**src/rtl/vm2002_stock_arb_if.sv**
```systemverilog
// Shared types and the requester/table bundle for the vm2002 stock arbiter.
// status_t is the result code returned to the user side.
// Optional build macro VM2002_ARB_USER_PRI_EN (fixed user priority) affects
// only the arbiter itself; this bundle is identical in both builds.

package vm2002_stock_arb_pkg;
    typedef enum logic [1:0] {
        AVAILABLE    = 2'd0,
        OUT_OF_STOCK = 2'd1,
        ERROR        = 2'd2
    } status_t;
endpackage

// Handshake: a requester raises req with a stable payload and keeps it high
// until its done pulse; gnt is a one-cycle pulse when the arbiter latches the
// payload, done is a one-cycle pulse when results are valid; req must be low
// by the cycle after done, otherwise it is taken as a new request.
interface vm2002_stock_arb_if #(
    parameter int ITEM_W  = 3,
    parameter int COUNT_W = 4,
    parameter int COST_W  = 8
) ();
    import vm2002_stock_arb_pkg::*;

    // Supplier (restock) side
    logic                      sup_req;
    logic [ITEM_W-1:0]         sup_item;
    logic [COUNT_W-1:0]        sup_count;
    logic [COST_W-1:0]         sup_cost;
    logic                      sup_gnt;
    logic                      sup_done;
    logic                      sup_ovf;

    // User (query/dispense) side
    logic                      usr_req;
    logic [ITEM_W-1:0]         usr_item;
    logic                      usr_dispense;
    logic                      usr_gnt;
    logic                      usr_done;
    status_t                   usr_status;
    logic [COST_W-1:0]         usr_cost;

    // Arbiter state and stock table port ({cost, count} per entry)
    logic                      busy;
    logic                      tbl_rd_en;
    logic                      tbl_wr_en;
    logic [ITEM_W-1:0]         tbl_addr;
    logic [COST_W+COUNT_W-1:0] tbl_wdata;
    logic [COST_W+COUNT_W-1:0] tbl_rdata;

    // Environment side: both requesters plus the table memory
    modport master (
        output sup_req, sup_item, sup_count, sup_cost,
        input  sup_gnt, sup_done, sup_ovf,
        output usr_req, usr_item, usr_dispense,
        input  usr_gnt, usr_done, usr_status, usr_cost,
        input  busy, tbl_rd_en, tbl_wr_en, tbl_addr, tbl_wdata,
        output tbl_rdata
    );

    // Arbiter side
    modport slave (
        input  sup_req, sup_item, sup_count, sup_cost,
        output sup_gnt, sup_done, sup_ovf,
        input  usr_req, usr_item, usr_dispense,
        output usr_gnt, usr_done, usr_status, usr_cost,
        output busy, tbl_rd_en, tbl_wr_en, tbl_addr, tbl_wdata,
        input  tbl_rdata
    );
endinterface

```
**src/rtl/vm2002_stock_arb.sv**
```systemverilog
// vm2002 stock table arbiter: serialises supplier restocks and user
// queries/dispenses into read-modify-write cycles on a sync-read table.
// Sequence per op: IDLE -> RD -> WR -> RSP -> IDLE; item 0 skips to RSP.
// Build macro VM2002_ARB_USER_PRI_EN: user always wins a tie (no round-robin).

module vm2002_stock_arb
    import vm2002_stock_arb_pkg::*;
#(
    parameter int ITEM_W  = 3,
    parameter int COUNT_W = 4,
    parameter int COST_W  = 8
) (
    input  logic              clk,
    input  logic              hrst_n,
    vm2002_stock_arb_if.slave bus,
    output logic [1:0]        o_dbg_state
);

    typedef enum logic [1:0] {
        S_IDLE = 2'd0,
        S_RD   = 2'd1,
        S_WR   = 2'd2,
        S_RSP  = 2'd3
    } state_t;

    state_t                    r_state;
    state_t                    w_state_nxt;

    // Latched operation
    logic                      r_usr;          // 1 = user op, 0 = supplier op
    logic [ITEM_W-1:0]         r_item;
    logic [COUNT_W-1:0]        r_sup_count;
    logic [COST_W-1:0]         r_sup_cost;
    logic                      r_usr_disp;

    // Held results
    status_t                   r_usr_status;
    logic [COST_W-1:0]         r_usr_cost;
    logic                      r_ovf;

    // Arbitration
    logic                      w_any_req;
    logic                      w_pick_usr;
    logic [ITEM_W-1:0]         w_item_in;
    logic                      w_item_valid;
    logic                      w_accept;

    // Modify datapath
    logic [COUNT_W-1:0]        w_old_count;
    logic [COST_W-1:0]         w_old_cost;
    logic [COUNT_W:0]          w_sum;
    logic [COUNT_W-1:0]        w_new_count;
    status_t                   w_res_status;
    logic                      w_mod_en;
    logic [COST_W+COUNT_W-1:0] w_mod_data;

    // FSM outputs
    logic                      w_sup_gnt;
    logic                      w_usr_gnt;
    logic                      w_sup_done;
    logic                      w_usr_done;
    logic                      w_rd_en;
    logic                      w_wr_en;
    logic [COST_W+COUNT_W-1:0] w_wdata;

    assign w_any_req    = bus.usr_req | bus.sup_req;

`ifdef VM2002_ARB_USER_PRI_EN
    assign w_pick_usr   = bus.usr_req;
`else
    // 1 = last grant went to the user; reset value lets the user win the first tie
    logic                      r_last_usr;

    assign w_pick_usr   = bus.usr_req & (~bus.sup_req | ~r_last_usr);

    // Round-robin pointer follows every grant
    always_ff @(posedge clk or negedge hrst_n) begin
        if (!hrst_n)       r_last_usr <= 1'b0;
        else if (w_accept) r_last_usr <= w_pick_usr;
    end
`endif

    assign w_item_in    = w_pick_usr ? bus.usr_item : bus.sup_item;
    assign w_item_valid = (w_item_in != '0);
    assign w_accept     = (r_state == S_IDLE) && w_any_req;

    // State register
    always_ff @(posedge clk or negedge hrst_n) begin
        if (!hrst_n) r_state <= S_IDLE;
        else         r_state <= w_state_nxt;
    end

    // Capture the winning request's payload; later input changes are ignored
    always_ff @(posedge clk or negedge hrst_n) begin
        if (!hrst_n) begin
            r_usr       <= 1'b0;
            r_item      <= '0;
            r_sup_count <= '0;
            r_sup_cost  <= '0;
            r_usr_disp  <= 1'b0;
        end else if (w_accept) begin
            r_usr       <= w_pick_usr;
            r_item      <= w_item_in;
            r_sup_count <= bus.sup_count;
            r_sup_cost  <= bus.sup_cost;
            r_usr_disp  <= bus.usr_dispense;
        end
    end

    // Compute the modified entry and result from the table read data
    always_comb begin
        w_old_count  = bus.tbl_rdata[COUNT_W-1:0];
        w_old_cost   = bus.tbl_rdata[COUNT_W +: COST_W];
        w_sum        = {1'b0, w_old_count} + {1'b0, r_sup_count};
        w_new_count  = w_sum[COUNT_W] ? '1 : w_sum[COUNT_W-1:0];
        w_res_status = AVAILABLE;
        w_mod_en     = 1'b0;
        w_mod_data   = '0;
        if (r_usr) begin
            if (w_old_count == '0) begin
                w_res_status = OUT_OF_STOCK;
            end else begin
                w_mod_en   = r_usr_disp;
                w_mod_data = {w_old_cost, w_old_count - COUNT_W'(1)};
            end
        end else begin
            // Restock always rewrites the entry with the new cost
            w_mod_en   = 1'b1;
            w_mod_data = {r_sup_cost, w_new_count};
        end
    end

    // Update held results so they are visible in the RSP (done) cycle
    always_ff @(posedge clk or negedge hrst_n) begin
        if (!hrst_n) begin
            r_usr_status <= ERROR;
            r_usr_cost   <= '0;
            r_ovf        <= 1'b0;
        end else if (w_accept && !w_item_valid) begin
            if (w_pick_usr) begin
                r_usr_status <= ERROR;
                r_usr_cost   <= '0;
            end else begin
                r_ovf        <= 1'b0;
            end
        end else if (r_state == S_WR) begin
            if (r_usr) begin
                r_usr_status <= w_res_status;
                r_usr_cost   <= w_old_cost;
            end else begin
                r_ovf        <= w_sum[COUNT_W];
            end
        end
    end

    // Next-state and strobe decode
    always_comb begin
        w_state_nxt = r_state;
        w_sup_gnt   = 1'b0;
        w_usr_gnt   = 1'b0;
        w_sup_done  = 1'b0;
        w_usr_done  = 1'b0;
        w_rd_en     = 1'b0;
        w_wr_en     = 1'b0;
        w_wdata     = '0;
        case (r_state)
            S_IDLE: begin
                if (w_any_req) w_state_nxt = w_item_valid ? S_RD : S_RSP;
            end
            S_RD: begin
                w_sup_gnt   = ~r_usr;
                w_usr_gnt   = r_usr;
                w_rd_en     = 1'b1;
                w_state_nxt = S_WR;
            end
            S_WR: begin
                w_wr_en     = w_mod_en;
                if (w_mod_en) w_wdata = w_mod_data;
                w_state_nxt = S_RSP;
            end
            S_RSP: begin
                w_sup_done  = ~r_usr;
                w_usr_done  = r_usr;
                // Invalid item never passed through RD, so grant here with done
                if (r_item == '0) begin
                    w_sup_gnt = ~r_usr;
                    w_usr_gnt = r_usr;
                end
                w_state_nxt = S_IDLE;
            end
            default: w_state_nxt = S_IDLE;
        endcase
    end

    assign bus.sup_gnt    = w_sup_gnt;
    assign bus.usr_gnt    = w_usr_gnt;
    assign bus.sup_done   = w_sup_done;
    assign bus.usr_done   = w_usr_done;
    assign bus.sup_ovf    = w_sup_done & r_ovf;
    assign bus.usr_status = r_usr_status;
    assign bus.usr_cost   = r_usr_cost;
    assign bus.busy       = (r_state != S_IDLE);
    assign bus.tbl_rd_en  = w_rd_en;
    assign bus.tbl_wr_en  = w_wr_en;
    assign bus.tbl_addr   = r_item;
    assign bus.tbl_wdata  = w_wdata;
    assign o_dbg_state    = r_state;

endmodule

```
**src/flat_wrapper.sv**
```systemverilog
// flat-port wrapper written by rule: the top's interface ports become plain ports
module vm2002_stock_arb_flat import vm2002_stock_arb_pkg::*;
#(
    parameter int ITEM_W  = 3,
    parameter int COUNT_W = 4,
    parameter int COST_W  = 8
)
  (clk, hrst_n, o_dbg_state, bus_sup_req, bus_sup_item, bus_sup_count, bus_sup_cost, bus_sup_gnt, bus_sup_done, bus_sup_ovf, bus_usr_req, bus_usr_item, bus_usr_dispense, bus_usr_gnt, bus_usr_done, bus_usr_status, bus_usr_cost, bus_busy, bus_tbl_rd_en, bus_tbl_wr_en, bus_tbl_addr, bus_tbl_wdata, bus_tbl_rdata);
  vm2002_stock_arb_if #(.ITEM_W(ITEM_W), .COUNT_W(COUNT_W), .COST_W(COST_W)) bus_i ();
  input  logic clk;
  input  logic hrst_n;
  output logic [1:0] o_dbg_state;
  input wire logic [$bits(bus_i.sup_req)-1:0] bus_sup_req;
  input wire logic [$bits(bus_i.sup_item)-1:0] bus_sup_item;
  input wire logic [$bits(bus_i.sup_count)-1:0] bus_sup_count;
  input wire logic [$bits(bus_i.sup_cost)-1:0] bus_sup_cost;
  output wire logic [$bits(bus_i.sup_gnt)-1:0] bus_sup_gnt;
  output wire logic [$bits(bus_i.sup_done)-1:0] bus_sup_done;
  output wire logic [$bits(bus_i.sup_ovf)-1:0] bus_sup_ovf;
  input wire logic [$bits(bus_i.usr_req)-1:0] bus_usr_req;
  input wire logic [$bits(bus_i.usr_item)-1:0] bus_usr_item;
  input wire logic [$bits(bus_i.usr_dispense)-1:0] bus_usr_dispense;
  output wire logic [$bits(bus_i.usr_gnt)-1:0] bus_usr_gnt;
  output wire logic [$bits(bus_i.usr_done)-1:0] bus_usr_done;
  output wire logic [$bits(bus_i.usr_status)-1:0] bus_usr_status;
  output wire logic [$bits(bus_i.usr_cost)-1:0] bus_usr_cost;
  output wire logic [$bits(bus_i.busy)-1:0] bus_busy;
  output wire logic [$bits(bus_i.tbl_rd_en)-1:0] bus_tbl_rd_en;
  output wire logic [$bits(bus_i.tbl_wr_en)-1:0] bus_tbl_wr_en;
  output wire logic [$bits(bus_i.tbl_addr)-1:0] bus_tbl_addr;
  output wire logic [$bits(bus_i.tbl_wdata)-1:0] bus_tbl_wdata;
  input wire logic [$bits(bus_i.tbl_rdata)-1:0] bus_tbl_rdata;
  assign bus_i.sup_req = bus_sup_req;
  assign bus_i.sup_item = bus_sup_item;
  assign bus_i.sup_count = bus_sup_count;
  assign bus_i.sup_cost = bus_sup_cost;
  assign bus_sup_gnt = bus_i.sup_gnt;
  assign bus_sup_done = bus_i.sup_done;
  assign bus_sup_ovf = bus_i.sup_ovf;
  assign bus_i.usr_req = bus_usr_req;
  assign bus_i.usr_item = bus_usr_item;
  assign bus_i.usr_dispense = bus_usr_dispense;
  assign bus_usr_gnt = bus_i.usr_gnt;
  assign bus_usr_done = bus_i.usr_done;
  assign bus_usr_status = bus_i.usr_status;
  assign bus_usr_cost = bus_i.usr_cost;
  assign bus_busy = bus_i.busy;
  assign bus_tbl_rd_en = bus_i.tbl_rd_en;
  assign bus_tbl_wr_en = bus_i.tbl_wr_en;
  assign bus_tbl_addr = bus_i.tbl_addr;
  assign bus_tbl_wdata = bus_i.tbl_wdata;
  assign bus_i.tbl_rdata = bus_tbl_rdata;
  vm2002_stock_arb #(.ITEM_W(ITEM_W), .COUNT_W(COUNT_W), .COST_W(COST_W)) u_core (.clk(clk), .hrst_n(hrst_n), .bus(bus_i), .o_dbg_state(o_dbg_state));
endmodule
```
**config.mk**
```make
export PLATFORM = sky130hd
export DESIGN_NAME = vm2002_stock_arb_flat
export DESIGN_NICKNAME = d
export VERILOG_FILES = /design/src/rtl/vm2002_stock_arb_if.sv /design/src/rtl/vm2002_stock_arb.sv /design/src/flat_wrapper.sv
export SDC_FILE = /design/constraint.sdc
export NUM_CORES = 1
export LEC_CHECK = 0
export ABC_AREA = 1
export BUFFER_PORTS_ARGS = -buffer_cell sky130_fd_sc_hd__buf_2
export CAP_MARGIN = 40
export CORE_MARGIN = 1.5
export CORE_UTILIZATION = 30
export DETAILED_ROUTE_END_ITERATION = 10
export PLACE_DENSITY = 0.52
export SYNTH_ARGS = -nofsm -noshare
export SYNTH_HDL_FRONTEND = slang
export SYNTH_SLANG_ARGS = --single-unit
export TNS_END_PERCENT = 50
```
**constraint.sdc**
```tcl
create_clock -name clk -period 1.4 [get_ports clk]
set_input_delay 0.14 -clock clk [delete_from_list [all_inputs] [get_ports clk]]
set_output_delay 0.14 -clock clk [all_outputs]
set_load 0.1 [all_outputs]
```
==> metrics.md, run 1 <==
| Metric | Value |
|---|---|
| Largest net degree at the start of global routing | `18` |
| Vias | `~2200` |
| Crit path DAT | `around 2000 ps` |
| Clock skew | `9.246 ps` |
| Placeable Area | `around 6400 um^2` |
| Fin nets | `450` |
| Share of cells above drive strength 1 | `0.5941` |
| DIE WIDTH | `roughly 84 um` |
| Routability cong. | `between 0.8 and 0.9` |
| Hold WC Path Type | `in -> reg` |
| GRT Util Overall | `0.1850` |
| Failing checks | `negative setup slack` |
| Rel. slew slack | `0.6764` |
| GR Overflow Total | `0` |
| Area grow syn2layout | `102.1%` |
| Antenna diodes | `0` |
| Syn_nets | `312` |
| Dpl cell area | `3244 um^2` |
| PortBufs | `69` |
| Initial antenna violation count | `0` |
| Via-per-instance ratio | `approximately 4.6` |
| Synth warnings | `0` |
| CTS root buffer | `clkbuf_8` |
| Non-Filler Cell Area, Final | `~4000 um^2` |
| Worst endpoint required time | `1260 ps` |
| Flops & latches, synth | `30` |
| CTS tree | `built` |
| Wire length per cell | `13.82 um` |
| Clock transition at the registers of the reported paths | `~70 ps` |
| Crit-path max cell delay | `~390 ps` |
| Initial Util | `0.3107` |
| Syn_area_per_cell | `about 7.5 um^2` |
| Slew Limit Fails | `0` |
| Num CTS Buffers | `5` |
| Clock latency at the later pin of the worst-skew pair | `about 290 ps` |
| Sequential share of the synthesized area | `0.3789` |
| # H-tree levels | `2` |
| Worst-margin pin slew | `a little under 500 ps` |
| Outcome | `complete, but fails checks` |
| R2R setup slack | `-540 ps` |
| Row count | `29` |
| Sink Count | `30` |
| # IOs | `70` |
| Post-synth top area cell | `dfrtp_1` |
| Fin. Hold Viols | `0` |
| Cell area after synthesis | `1984 um^2` |
| Worst path slowest cell | `dfrtp_1` |
| Cell variety after synth | `27` |
| Cells after synthesis | `265` |
| DRC errors left | `0` |
| Top cells by area, synth | `dfrtp_1 (37%), nand2_1 (16%), ha_1 (6.9%), nand3_1 (6.3%), inv_1 (5.5%)` |
| Die ar. | `7112 um^2` |
| First-pass GRT wire length | `between 10000 and 15000 um` |
| TritonRoute pass-1 iters | `4` |
| Max_cap viols | `0` |
| Setup WS post-layout | `-722.5 ps` |
| Antenna Violating Nets Remaining | `0` |
| WL final | `approximately 6600 um` |
| Period utilisation layout | `1.516` |
| Setup violators final | `just under 50` |
| Peak Freq | `~470 MHz` |
| RSZ-0062 raised after global routing | `yes` |
| Fin crit period | `2123 ps` |
| Vias in the first global route | `~2200` |
| Fillers | `about 520` |
| CP Launch Type | `flop` |
| Die height | `about 84 um` |
| Worst-path cell chain | `ha_2, inv_2, fa_2, inv_2, nand2_2, nand2_2, a21oi_4, nand2_4, o211a_4, buf_12` |
| DR iter-0 viols | `67` |
| Crit path kind | `reg -> out` |
| Top cell type's share of synthesized area | `0.3657` |
| Crit end category | `output port` |
| DP HPWL | `~4400 um` |
| Max Buffers Root-to-Sink | `2` |
| Critical path fanouts, max | `3` |
-- state kept, by name (all words and copies together) (netlist names) --
name                   flops
u_core.bus.usr_status      2
u_core.r_ovf               1
u_core.o_dbg_state         2
u_core.r_usr_disp          1
u_core.bus.usr_cost        8
u_core.r_sup_count         4
u_core.bus.tbl_addr        3
u_core.r_usr               1
u_core.r_sup_cost          8
-- synth_stat cells (all sizes together) --
cell type	instances
nor3	3
nand3	28
ha	11
o21ai	11
or2	1
clkbuf	4
a311oi	1
dfstp	1
nand2	99
and3	1
clkinv	1
dfrtp	29
fa	1
xor2	2
nor2	22
buf	5
inv	30
o211a	1
a21oi	14
-- per-stage QoR --
step	hold WS [ps]	setup TNS (ps)	instances	util	worst slack, ps
2_1_floorplan	-155.6	-20840	265	-	-815.4
3_3_place_gp	79.62	-7841	452	0.5080	-587.2
3_5_place_dp	77.43	-8118	452	0.5080	-673.5
4_1_cts	42.38	-10600	475	0.6017	-725.1
5_1_grt	55.15	-15730	481	0.6281	-798.0
6_report	46.45	-12660	481	0.6281	-722.5
-- cell families after synthesis --
family          synth area share
simple gates              0.3695
buf+inv                  0.09079
flops                     0.3789
compound gates           0.07251
fa+ha+maj                0.07944
xor+xnor                0.008829
-- what timing repair did --
| item | 4_1_cts | 5_1_grt |
|---|---|---|
| hold buffers | 1 | 0 |
| setup endpoints to repair | 48 | 50 |
| cloned | 3 | 1 |
| pin swaps | 26 | 16 |
| gates resized for setup | 85 | 36 |
| hold endpoints to repair | 13 | 0 |
| buffers inserted | 11 | 5 |
-- worst max-delay path, delay by kind of cell, from the launching register on --
kind / cells / cell delay (ps)
DFF: 1 / 390
AOI/OAI and AO/OA: 2 / 460
adders and majority gates: 2 / 370
and+or+nand+nor: 3 / 240
buffers and inverters: 3 / 250
-- area by class of cell --
cell class,count,area [um^2],area share
Multi-Input combinational cell,198,1553,0.3871
Timing Repair Buffer,137,1373,0.3422
Sequential cell,30,760.7,0.1896
Inverter,31,133.9,0.03337
Tap cell,77,96.34,0.02402
Clock buffer,6,82.58,0.02059
Clock inverter,2,12.51,0.003119
-- layer usage --
metal  vias to the layer above  share of wire  global-route usage  wire length, um
met5                         -              0                   0                0
met4                         0          0.020             0.05132              131
met3                        12          0.037             0.02753              244
met2                        59           0.51              0.3149             3394
met1                      1020           0.43              0.2459             2876
li1                       1119              -                   -                -
-- cell usage in the layout (no fill, tap or decap), drive strengths merged --
cell type	netlist	layout
clkinv	1	2
clkbuf	4	6
nand3	28	29
o21ai	11	11
o211a	1	1
and3	1	1
a21oi	14	14
xor2	2	2
a311oi	1	1
buf	5	136
nor3	3	3
dfstp	1	1
or2	1	1
nand2	99	100
clkinvlp	0	3
dlygate4sd3	0	1
ha	11	11
inv	30	28
fa	1	1
nor2	22	23
dfrtp	29	29
-- final timing paths --
kind / startpoint / endpoint / cells past startpoint
worst min-delay path: bus_sup_cost[6] / u_core.r_sup_cost[6]$_DFFE_PN0P_ / 3
worst max register to register: u_core.r_sup_count[0]$_DFFE_PN0P_ / u_core.r_ovf$_DFFE_PN0P_ / 14
worst min register to register: u_core.bus.usr_cost[5]$_DFFE_PN0P_ / u_core.bus.usr_cost[5]$_DFFE_PN0P_ / 2
max in group asynchronous: hrst_n / u_core.bus.usr_status[1]$_DFFE_PN1P_ / 3
worst max-delay path: u_core.r_sup_count[0]$_DFFE_PN0P_ / bus_tbl_wdata[3] / 10
min in group asynchronous: hrst_n / u_core.bus.tbl_addr[2]$_DFFE_PN0P_ / 2
Power of run 1 is not shown: default switching activity piles up to over one toggle a cycle in this logic, so the estimate is an artifact.
==> run 2: changes to the inputs <==
- CORE_ASPECT_RATIO: unset -> 1.5
- TNS_END_PERCENT: 50 -> 10
==> run 2 against run 1 <==
Effect of this change: the flow still finishes with violations (negative setup slack); non-clock buffer count decreased by 17; wire length fell by 7.7%; global-route usage is 0.48 points lower; worst hold slack gained 12 ps; critical path depth unchanged; via count is 4.8% lower; critical path type unchanged; highest routed layer unchanged.
==> metrics.md, run 2 (synthesis results as in run 1) <==
| Metric | Value |
|---|---|
| Row count | `36` |
| TritonRoute pass-1 iters | `6` |
| DIE WIDTH | `between 60 and 70 um` |
| GRT Util Overall | `0.1801` |
| DP HPWL | `slightly below 5000 um` |
| Peak Freq | `464.4 MHz` |
| Fin Hold WS | `~59 ps` |
| Worst setup path startpoint | `u_core.r_sup_count[0]$_DFFE_PN0P_` |
| Num CTS Buffers | `5` |
| GR Overflow Total | `0` |
| CP Launch Type | `flop` |
| Vias in the first global route | `2191` |
| Crit path DAT | `about 2000 ps` |
| Register area | `around 760 um^2` |
| Commonest non-fill, non-tap cell in the layout | `nand2_1` |
| First-pass GRT wire length | `~10000 um` |
| Fin nets | `430` |
| CTS tree | `built` |
| Fin. Hold Viols | `0` |
| Rel. slew slack | `0.6727` |
| Most frequent cells in the layout | `nand2_1 (82), buf_2 (46), buf_4 (39)` |
| Antenna diodes | `0` |
| Period utilisation layout | `1.538` |
| Fin crit period | `about 2200 ps` |
| Worst r2r dst | `u_core.r_ovf$_DFFE_PN0P_` |
| Routability cong. | `between 0.8 and 0.9` |
| Share of cells above drive strength 1 | `0.4987` |
| Die ar. | `between 7000 and 8000 um^2` |
| Max Buffers Root-to-Sink | `2` |
| DRC errors left | `0` |
| WL final | `~6000 um` |
| Wire length per cell | `roughly 13 um` |
| Hold WC Path Type | `in -> reg` |
| Slew Limit Fails | `0` |
| Initial antenna violation count | `0` |
| # IOs | `70` |
| Initial Util | `0.3081` |
| Antenna Violating Nets Remaining | `0` |
| PortBufs | `between 60 and 70` |
| Vias | `approximately 2100` |
| Worst slack at placement | `-532.3 ps` |
| Outcome | `complete, but fails checks` |
| Worst endpoint required time | `about 1300 ps` |
| Worst setup path endpoint | `bus_tbl_wdata[1]` |
| Setup WS post-layout | `-753.1 ps` |
| Placeable Area | `~6400 um^2` |
| Failing checks | `negative setup slack` |
| Clock latency at the later pin of the worst-skew pair | `about 280 ps` |
| Max_cap viols | `0` |
| Critical path fanouts, max | `2` |
| Largest net degree at the start of global routing | `20` |
| Clock skew | `a little under 6 ps` |
| TNS Setup | `-9467 ps` |
| R2R setup slack | `-240 ps` |
| R2r worst-path depth | `12` |
| Die height | `between 100 and 150 um` |
| DR iter-0 viols | `around 90` |
| Crit end category | `output port` |
| CTS root buffer | `clkbuf_8` |
| Setup violators final | `31` |
| Area grow syn2layout | `78.44%` |
| Clock transition at the registers of the reported paths | `60 ps` |
| # H-tree levels | `2` |
| Worst-margin pin slew | `about 490 ps` |
| Fillers | `599` |
| Sink Count | `30` |
| Worst r2r src | `u_core.r_sup_count[0]$_DFFE_PN0P_` |
| Via-per-instance ratio | `about 4.6` |
| RSZ-0062 raised after global routing | `yes` |
| Area of the multi-input gates | `~1300 um^2` |
| Crit path kind | `reg -> out` |
==> run 2: cell count changes in the layout (fill, tap and decap cells not counted), moves of 4 or more <==
| cell | change |
|---|---|
| nand2_8 | -4 |
| nor2_1 | +4 |
| o21ai_1 | -6 |
| o21ai_0 | +5 |
| nand3_1 | +10 |
| buf_6 | -13 |
| nand2_2 | -7 |
| nand2_1 | +11 |
| nand3_2 | -8 |
==> run 2: area by class of cell <==
class	count	area share
Clock buffer	7	0.02155
Timing Repair Buffer	120	0.3230
Sequential cell	30	0.2148
Multi-Input combinational cell	195	0.3770
Tap cell	76	0.02686
Inverter	31	0.03675
==> run 2: worst min path at each step <==
stage               startpoint                                  to  slack, ps  cells after the start
6_report       bus_sup_cost[6]    u_core.r_sup_cost[6]$_DFFE_PN0P_         60                      3
3_5_place_dp            hrst_n  u_core.bus.usr_cost[4]$_DFFE_PN0P_        130                      1
2_1_floorplan           hrst_n  u_core.bus.tbl_addr[0]$_DFFE_PN0P_       -160                      0
3_3_place_gp            hrst_n  u_core.bus.usr_cost[4]$_DFFE_PN0P_        120                      1
4_1_cts        bus_sup_cost[6]    u_core.r_sup_cost[6]$_DFFE_PN0P_         60                      3
5_1_grt        bus_sup_cost[6]    u_core.r_sup_cost[6]$_DFFE_PN0P_         60                      3
==> run 2: per-stage QoR <==
step,util,std cells,cell area (um^2)
after global routing,0.5497,459,3541
after floorplan,-,265,2126
after global placement,0.5002,448,3222
final,0.5497,459,3541
after CTS,0.5381,457,3466
after detailed placement,0.5002,448,3222
==> run 2: repair_timing <==
action,in CTS,in global routing
hold endpoints to repair,17,0
endpoints found under the setup margin,34,33
gates cloned,0,0
pin swaps,12,3
hold buffers,1,0
setup buffers,1,2
gates resized for setup,35,18
==> run 2: worst max-delay path, stage by stage, from the launching register on <==
cell      delay [ps]
dfrtp_1          350
ha_2             190
inv_2             40
fa_2             330
inv_2             60
nand2_2           50
nand2_2           80
a21oi_4           70
buf_6            120
a311oi_4         240
buf_12           210
==> run 2: per-layer routing <==
layer  up-vias  GRT usage  share of wire
li1       1067          -              -
met5         -          0              0
met2        52     0.3558           0.54
met1       973     0.1900           0.40
met3        11    0.02933          0.039
met4         0    0.06938          0.021
Power of run 2 is left out for the same reason.
